<file path="src/rtl/cacode_pkg.sv">
// Shared constants, config record and LFSR helpers for the multi-channel GPS L1 C/A code generator.
package cacode_pkg;

   localparam logic [9:0]  G1_TAPS       = 10'b10_0000_0100;  // stages 3,10
   localparam logic [9:0]  G2_TAPS       = 10'b11_1010_0110;  // stages 2,3,6,8,9,10
   localparam logic [9:0]  SEED_ALL_ONES = 10'h3FF;
   localparam int unsigned CODE_LEN      = 1023;
   localparam logic [9:0]  IDX_LAST      = 10'(CODE_LEN - 1);
   localparam int unsigned OMEGA_MAX_W   = 32;

   typedef enum logic {
      MODE_FULL  = 1'b0,
      MODE_OMEGA = 1'b1
   } cfg_mode_e;

   typedef struct packed {
      cfg_mode_e              mode;
      logic                   en;
      logic [9:0]             g1;
      logic [9:0]             g2;
      logic [9:0]             idx;
      logic [3:0]             t0;
      logic [3:0]             t1;
      logic [OMEGA_MAX_W-1:0] omega;
   } cfg_t;

   function automatic logic [9:0] lfsr_step(input logic [9:0] state, input logic [9:0] taps);
      return {state[8:0], ^(state & taps)};
   endfunction

   function automatic logic g2_tap(input logic [9:0] g2, input logic [3:0] t);
      logic bit_v;
      if ((t >= 4'd1) && (t <= 4'd10)) begin
         bit_v = g2[t - 4'd1];
      end else begin
         bit_v = 1'b0;
      end
      return bit_v;
   endfunction

endpackage

</file>
<file path="src/rtl/cacode_chan.sv">
// One C/A code channel: NCO chip clock, G1/G2 LFSRs, chip index and PRN tap selection.
module cacode_chan
   import cacode_pkg::*;
#(
   parameter int NCO_W = 16
) (
   input  logic       clk,
   input  logic       rst,
   input  logic       load,
   input  logic       omega_upd,
   input  cfg_t       cfg,
   output logic       chip,
   output logic       chip_stb,
   output logic       epoch,
   output logic [9:0] chip_idx
);

   logic [9:0]       g1_r;
   logic [9:0]       g2_r;
   logic [9:0]       idx_r;
   logic [NCO_W-1:0] acc_r;
   logic [NCO_W-1:0] omega_r;
   logic             en_r;
   logic [3:0]       t0_r;
   logic [3:0]       t1_r;
   logic             stb_r;
   logic             epoch_r;
   logic [NCO_W:0]   sum_s;
   logic             carry_s;
   logic [9:0]       idx_load_s;
   logic [9:0]       idx_next_s;
   logic             unused_cfg_s;

   // NCO sum, carry qualification, clamped load index and wrapped next index
   always_comb begin
      sum_s   = {1'b0, acc_r} + {1'b0, omega_r};
      carry_s = en_r & sum_s[NCO_W];
      if (cfg.idx > IDX_LAST) begin
         idx_load_s = IDX_LAST;
      end else begin
         idx_load_s = cfg.idx;
      end
      if (idx_r == IDX_LAST) begin
         idx_next_s = 10'd0;
      end else begin
         idx_next_s = idx_r + 10'd1;
      end
   end

   // Channel state: reset, full load (wins over a coincident carry), or NCO/LFSR advance
   always_ff @(posedge clk) begin
      if (!rst) begin
         g1_r    <= SEED_ALL_ONES;
         g2_r    <= SEED_ALL_ONES;
         idx_r   <= 10'd0;
         acc_r   <= {NCO_W{1'b0}};
         omega_r <= {NCO_W{1'b0}};
         en_r    <= 1'b0;
         t0_r    <= 4'd2;
         t1_r    <= 4'd6;
         stb_r   <= 1'b0;
         epoch_r <= 1'b0;
      end else if (load) begin
         g1_r    <= cfg.g1;
         g2_r    <= cfg.g2;
         idx_r   <= idx_load_s;
         acc_r   <= {NCO_W{1'b0}};
         omega_r <= cfg.omega[NCO_W-1:0];
         en_r    <= cfg.en;
         t0_r    <= cfg.t0;
         t1_r    <= cfg.t1;
         stb_r   <= 1'b0;
         epoch_r <= 1'b0;
      end else begin
         stb_r   <= carry_s;
         epoch_r <= carry_s & (idx_r == IDX_LAST);
         if (en_r) begin
            acc_r <= sum_s[NCO_W-1:0];
         end
         if (carry_s) begin
            g1_r  <= lfsr_step(g1_r, G1_TAPS);
            g2_r  <= lfsr_step(g2_r, G2_TAPS);
            idx_r <= idx_next_s;
         end
         // The carry above used the old omega; the new one takes effect next cycle
         if (omega_upd) begin
            omega_r <= cfg.omega[NCO_W-1:0];
         end
      end
   end

   assign chip         = g1_r[9] ^ g2_tap(g2_r, t0_r) ^ g2_tap(g2_r, t1_r);
   assign chip_stb     = stb_r;
   assign epoch        = epoch_r;
   assign chip_idx     = idx_r;
   assign unused_cfg_s = ^{cfg.mode, cfg.omega};

endmodule

</file>
<file path="src/rtl/cacode_nco_multi.sv">
// NCH-channel C/A code generator with a shared single-slot valid/ready configuration port.
module cacode_nco_multi
   import cacode_pkg::*;
#(
   parameter  int NCH   = 4,
   parameter  int NCO_W = 16,
   localparam int CH_W  = (NCH > 1) ? $clog2(NCH) : 1
) (
   input  logic              clk,
   input  logic              rst,
   input  logic              cfg_valid,
   output logic              cfg_ready,
   input  logic [CH_W-1:0]   cfg_ch,
   input  logic              cfg_mode,
   input  logic              cfg_en,
   input  logic [9:0]        cfg_g1,
   input  logic [9:0]        cfg_g2,
   input  logic [9:0]        cfg_idx,
   input  logic [3:0]        cfg_t0,
   input  logic [3:0]        cfg_t1,
   input  logic [NCO_W-1:0]  cfg_omega,
   output logic [NCH-1:0]    chip,
   output logic [NCH-1:0]    chip_stb,
   output logic [NCH-1:0]    epoch,
   output logic [NCH*10-1:0] chip_idx
);

   cfg_t            pend_r;
   logic [CH_W-1:0] pend_ch_r;
   logic            pend_vld_r;
   logic [NCH-1:0]  load_s;
   logic [NCH-1:0]  omega_upd_s;

   // Single-entry holding register: capture when empty, drain into a channel on the next clock
   always_ff @(posedge clk) begin
      if (!rst) begin
         pend_vld_r <= 1'b0;
         pend_ch_r  <= {CH_W{1'b0}};
         pend_r     <= '0;
      end else if (pend_vld_r) begin
         pend_vld_r <= 1'b0;
      end else if (cfg_valid) begin
         pend_vld_r   <= 1'b1;
         pend_ch_r    <= cfg_ch;
         pend_r.mode  <= cfg_mode ? MODE_OMEGA : MODE_FULL;
         pend_r.en    <= cfg_en;
         pend_r.g1    <= cfg_g1;
         pend_r.g2    <= cfg_g2;
         pend_r.idx   <= cfg_idx;
         pend_r.t0    <= cfg_t0;
         pend_r.t1    <= cfg_t1;
         pend_r.omega <= OMEGA_MAX_W'(cfg_omega);
      end
   end

   // Channel decode; channel numbers at or above NCH match nothing and are dropped
   always_comb begin
      load_s      = {NCH{1'b0}};
      omega_upd_s = {NCH{1'b0}};
      for (int n = 0; n < NCH; n++) begin
         if (pend_vld_r && (pend_ch_r == CH_W'(n))) begin
            if (pend_r.mode == MODE_FULL) begin
               load_s[n] = 1'b1;
            end else begin
               omega_upd_s[n] = 1'b1;
            end
         end else begin
            load_s[n]      = 1'b0;
            omega_upd_s[n] = 1'b0;
         end
      end
   end

   for (genvar n = 0; n < NCH; n++) begin : g_chan
      cacode_chan #(
         .NCO_W(NCO_W)
      ) u_chan (
         .clk      (clk),
         .rst      (rst),
         .load     (load_s[n]),
         .omega_upd(omega_upd_s[n]),
         .cfg      (pend_r),
         .chip     (chip[n]),
         .chip_stb (chip_stb[n]),
         .epoch    (epoch[n]),
         .chip_idx (chip_idx[10*n +: 10])
      );
   end

   assign cfg_ready = ~pend_vld_r;

endmodule

</file>
<file path="config.mk">
export PLATFORM = sky130hd
export DESIGN_NAME = cacode_nco_multi
export DESIGN_NICKNAME = d
export VERILOG_FILES = /design/src/rtl/cacode_pkg.sv /design/src/rtl/cacode_chan.sv /design/src/rtl/cacode_nco_multi.sv
export SDC_FILE = /design/constraint.sdc
export NUM_CORES = 1
export LEC_CHECK = 0
export BUFFER_PORTS_ARGS = -buffer_cell sky130_fd_sc_hd__buf_2
export CAP_MARGIN = 20
export CORE_MARGIN = 4
export CORE_UTILIZATION = 45
export CTS_BUF_LIST = sky130_fd_sc_hd__clkbuf_16
export CTS_CLUSTER_SIZE = 24
export DETAILED_ROUTE_END_ITERATION = 8
export PLACE_DENSITY = 0.68
export SYNTH_ARGS = -nofsm -noshare
export SYNTH_HDL_FRONTEND = slang
export SYNTH_HIERARCHICAL = 1
export SYNTH_SLANG_ARGS = --single-unit
</file>
<file path="constraint.sdc">
create_clock -name clk -period 3 [get_ports clk]
set_input_delay 0.45 -clock clk [delete_from_list [all_inputs] [get_ports clk]]
set_output_delay 0.45 -clock clk [all_outputs]
set_load 0.01 [all_outputs]
</file>
# ---- Word level (Yosys, flattened, before mapping)
# Cells that the tools add are included.
dict set report totals {
  memories 0
  mem_bits_ro 0
  wordCells 224
  output_inout_bits 53
  reg_bits 351
  ramBits 0
  latch_bits 0
}
dict set report classes {
  div_mod_pow 0
  addsub 16
  n_shift 0
  bitwise 18
  n_eq_ne 7
  muxes 73
  n_lt_le_gt_ge 25
  n_mul 0
  n_reduce_logical 35
}
# op count
set op_table {}
lappend op_table {{10-bit two-way mux} 29}
lappend op_table {{16-bit two-way mux} 8}
lappend op_table {{10-bit XOR reduction} 8}
lappend op_table {{16-bit by 16-bit adder with 17-bit output} 4}
lappend op_table {{10-bit by 1-bit adder with 10-bit output, second input constant} 4}
lappend op_table {{10-bit == test, second input constant} 4}
lappend op_table {{4-bit by 5-bit < comparator with 1-bit output, second input constant} 8}
lappend op_table {{1-bit binary-select mux with 4-bit select} 8}
lappend op_table {{4-bit by 1-bit greater-or-equal comparator with 1-bit output, second input constant} 8}
lappend op_table {{4-bit less-or-equal comparator, second input constant} 8}
lappend op_table {{4-bit by 1-bit subtractor with 4-bit output, second input constant} 8}
lappend op_table {{1-bit two-way mux} 28}
lappend op_table {{2-bit nonzero test} 8}
lappend op_table {{1-bit logical AND} 12}
lappend op_table {{10-bit greater-than comparator, second input constant} 1}
lappend op_table {{2-bit OR reduction} 5}
lappend op_table {{1-bit bitwise AND} 8}
lappend op_table {{1-bit XOR} 8}
lappend op_table {{2-bit == test, second input constant} 2}
lappend op_table {{2-bit by 1-bit == test with 1-bit output, second input constant} 1}
lappend op_table {{2-bit logical NOT} 1}
lappend op_table {{1-bit inverter} 2}
lappend op_table {{2-bit AND reduction} 1}

# ---- Longest topological paths before layout
dict set report logic_depth {
  word_depth 6
  mapped_depth 9
}

# ---- Modules after synthesis
# The synthesis kept the hierarchy.
# module cells_per_inst n_inst area_each_um2
set modules_own_cells {}
lappend modules_own_cells {{cacode_chan (g_chan[0].u_chan ...)} 527 3 4479.3}
lappend modules_own_cells {{cacode_chan (g_chan[3].u_chan)} 511 1 4334.2}
lappend modules_own_cells {cacode_nco_multi 270 1 2401.1}

# ---- Least setup slack after synthesis
# OpenSTA, ideal clock, no wires.
dict set report synth_timing {
  path_type {reg-to-reg}
  startpoint {register g_chan[0].u_chan.acc_r[0]}
  endpoint {register g_chan[0].u_chan.g1_r[2]}
  synth_period_minus_slack_ns 2.281
  required_ns 2.869
  stages_incl_launch_ff 10
  arrival_ns 2.150
  setup_slack_ns 0.719
  path_buffers 1
  path_cell_list {dfxtp_1 -> ha_1 -> fa_1 -> a211oi_2 -> o21ai_2 -> o211a_2 -> buf_2 -> o211a_1 -> a211oi_1 -> o21ai_1}
}
dict set report synth_via {
  elab_chain_cells 3
}
# element line_no
set synth_lines {}
lappend synth_lines {{start: declaration} cacode_chan.sv:21} ;# logic [NCO_W-1:0] acc_r;
lappend synth_lines {{start signal: assignment} cacode_chan.sv:56} ;# acc_r <= {NCO_W{1'b0}};
lappend synth_lines {{start signal: assignment} cacode_chan.sv:67} ;# acc_r <= {NCO_W{1'b0}};
lappend synth_lines {{start signal: assignment} cacode_chan.sv:78} ;# acc_r <= sum_s[NCO_W-1:0];
lappend synth_lines {{16-bit by 16-bit adder with 17-bit output} cacode_chan.sv:36} ;# sum_s = {1'b0, acc_r} + {1'b0, omega_r};
lappend synth_lines {{1-bit bitwise AND} cacode_chan.sv:37} ;# carry_s = en_r & sum_s[NCO_W];
lappend synth_lines {{2-bit nonzero test (no line)} n/a}
lappend synth_lines {{end signal: assignment} cacode_chan.sv:64} ;# g1_r <= cfg.g1;
lappend synth_lines {{end signal: assignment} cacode_chan.sv:81} ;# g1_r <= lfsr_step(g1_r, G1_TAPS);
lappend synth_lines {{end: declaration} cacode_chan.sv:18} ;# logic [9:0] g1_r;
# No other way between the ends.
# A chain may end at the register's enable or synchronous reset.

# ---- Worst setup path after layout
dict set report layout_timing {
  startpoint {register g_chan[3].u_chan.t0_r[0]}
  endpoint {output port chip[3]}
}
dict set report layout_via {
  elab_chain_cells 6
  elab_cells_between_ends 9
  classes_between {1 x add/sub; 2 x order compare; 3 x mux; 2 x bitwise; 1 x reduce/logical}
}
# element line_no
set layout_lines {}
lappend layout_lines {{start: declaration} cacode_chan.sv:24} ;# logic [3:0] t0_r;
lappend layout_lines {{start signal: assignment} cacode_chan.sv:70} ;# t0_r <= cfg.t0;
lappend layout_lines {{4-bit by 1-bit subtractor with 4-bit output} cacode_pkg.sv:34} ;# bit_v = g2[t - 4'd1];
lappend layout_lines {{1-bit binary-select mux with 4-bit select} cacode_pkg.sv:34}
lappend layout_lines {{1-bit two-way mux (implied by the code)} cacode_pkg.sv:34}
lappend layout_lines {{1-bit two-way mux *} cacode_pkg.sv:33} ;# if ((t >= 4'd1) && (t <= 4'd10)) begin
lappend layout_lines {{1-bit XOR * (2 in series)} cacode_chan.sv:92} ;# assign chip = g1_r[9] ^ g2_tap(g2_r, t0_r) ^ g2_tap(g2_r, t1_r);
lappend layout_lines {{end: declaration} cacode_nco_multi.sv:22} ;# output logic [NCH-1:0] chip,
# Every way passes the cells marked *; elsewhere a longest branch is shown, timed or not. The select of a mux whose other input is x is not followed.

==> results.tsv <==
metric	value	unit
status	finished clean	
yosysWarnings	6	
dp_slack	197	ps
wl	58700	um
die_h	220	um
syn_avg_cell_area	8.54	sq um
die_area	0.0483	sq mm
initial_core_util	45.6	%
cts_root_buffer	clkbuf_16	
worstPathArrival	2450	ps
avgRoutedWirePerCell	19.3	um
syn_inst	2361	
grt_busiest_layer	met2	
switching_share	25.5	%
vias	17881	
dr.pass1.iters	5	
combPwrFrac	6.3	%
overflow	0	
drive_above_1_share	12.8	%
r2r_cells	9	
fin_area	0.0226	sq mm
grt_usage	23.4	%
p_int	7.71	mW
power.total	10.3	mW
clock_sinks	351	
drt-initial-drc-count	1385	
switchingPower	2.64	mW
grt_pass1_vias	16599	
timing.final.crit_share	96.8	%
whs	148	ps
cts_tree	yes	
clk_latency	550	ps
grt_antenna_before_repair	0	
final-hold-violation-count	0	
gp_congestion	0.899	
dieWidth	220	um
reg2reg_slack	220	ps
worst_setup_path_end_kind	output pin	
r2r_end	g_chan[3].u_chan/chip_idx[3]$_SDFFE_PN0P_	
cts_buffers	41	
ir_worst_vdd	0.356	mV
cts.path.max_buffers	3	
maxSlewViolCount	0	
antenna_cells	0	
finalSetupViolCount	0	
power_density	459	mW/mm^2
hp-start	cfg_idx[4]	
r2r_start	g_chan[3].u_chan/acc_r[0]$_SDFFE_PP0P_	
whs_path_depth	3	
met3_usage	4.01	%
grt_pass1_wl	91700	um
worst_pin_slew	859	ps
fin_crit	2900	ps
final.setup.tns	0	ps
fp.coreArea	0.0442	sq mm
place_area	0.0211	sq mm
use_met1	33.3	%
p_leak	9.21	nW
h-tree-depth	2	
syn_area	0.0202	sq mm
hold_path.class	in2reg	
seqPwrFrac	48.4	%
ios	114	
clkPwrFrac	45.3	%
slew_headroom	42.7	%
stdcell_count	3040	
dp_hpwl	40700	um
clk_transition_reported_paths	60	ps
layout-area-overhead-vs-synth	11.9	%
grt.met2_usage	36.2	%
final_core_util	51.0	%
synth_nets	2522	
cp.required	2550	ps
ant_nets	0	
fillers	4084	
fin_skew	21.9	ps
cp_max_fo	5	
hold_end	pend_r[44]$_SDFFE_PN0P_	
timing_worst_setup_path_type	reg2out	
setup_ws	95.7	ps
maxCapViolCount	0	
fin_nets	2577	
viasPerCell	5.88	
rows	77	
grt_max_degree	120	
drc	0	
critPathLaunchType	flop	
io_buffers	113	
fmax	0.344	GHz
dp_cells	2956	
worst max-delay path by stage:
stage                                                  endpoint                                    start
after floorplan           g_chan[0].u_chan/g1_r[2]$_SDFFE_PN1P_   g_chan[0].u_chan/acc_r[0]$_SDFFE_PP0P_
after global placement    g_chan[0].u_chan/g2_r[0]$_SDFFE_PN1P_  g_chan[0].u_chan/acc_r[13]$_SDFFE_PP0P_
after detailed placement  g_chan[1].u_chan/g1_r[0]$_SDFFE_PN1P_   g_chan[1].u_chan/acc_r[0]$_SDFFE_PP0P_
after CTS                                               chip[1]    g_chan[1].u_chan/t1_r[0]$_SDFFE_PN0P_
after global routing                                    chip[3]    g_chan[3].u_chan/t0_r[1]$_SDFFE_PN1P_
final                                                   chip[3]    g_chan[3].u_chan/t0_r[0]$_SDFFE_PN0P_
placed cells by master (no fill, tap or decap), types with 30 or more instances in the layout:
master     count
dfxtp_1      339
o21ai_0       78
buf_4         42
nand3_1       73
inv_1         81
buf_2        112
mux2i_1      168
a211oi_1      63
o21ai_1       43
ha_1          93
xnor2_1       49
a21oi_1      112
clkbuf_16     43
nand2_1      363
a21boi_0      66
nor2_1       183
nor3_1        30
o211ai_1      35
o211a_1       42
nor2b_1       40
xor2_1        39
power groups by stage:
stage	clock network, mW	registers (mW)	logic (mW)
final	4.69	5.01	0.654
after global routing	4.97	5.01	0.719
after CTS	4.78	5.00	0.642
after detailed placement	0	5.10	0.638
after global placement	0	5.10	0.626
after floorplan	0	4.96	0.461
worst max-delay path, cell delays in order, from the launching register on:
cell and delay, ps:
dfxtp_4 370, inv_1 80, ha_4 280, mux4_2 280, mux2i_1 190, a211oi_2 100, xor2_1 170, xnor2_1 250
buf_2 180
routing by layer:
layer	wire (um)	part of all wire [%]	up-vias
met5	0	0	-
met4	1750	3.0	0
met3	4530	7.7	107
met2	25600	44	649
met1	26800	46	8541
li1	-	-	8584
flip-flops by register name, indices dropped and copies added (netlist names):
signal                  flops
pend_ch_r                   2
g_chan.u_chan/chip_stb      4
pend_vld_r                  1
g_chan.u_chan/epoch         4
g_chan.u_chan/t0_r         16
g_chan.u_chan/t1_r         16
pend_r                     56
g_chan.u_chan/g2_r         40
g_chan.u_chan/en_r          4
g_chan.u_chan/chip_idx     40
g_chan.u_chan/omega_r      64
g_chan.u_chan/g1_r         40
g_chan.u_chan/acc_r        64
area by class of cell:
class	count	area [sq um]	area share, %
inverters	66	248	1.10
multi-input cells	1796	12300	54.5
well taps	592	741	3.28
repair buffers	160	977	4.33
flip-flops and latches	351	7050	31.3
clock buffers	43	1080	4.77
clock inverters	32	169	0.749
repair_timing:
action	4_1_cts	5_1_grt
buffers inserted	1	6
hold buffers	0	0
gates resized for setup	9	19
cloned	0	0
pin swaps	1	6
setup endpoints to repair	4	5
Power figures use the tool's default switching activity.
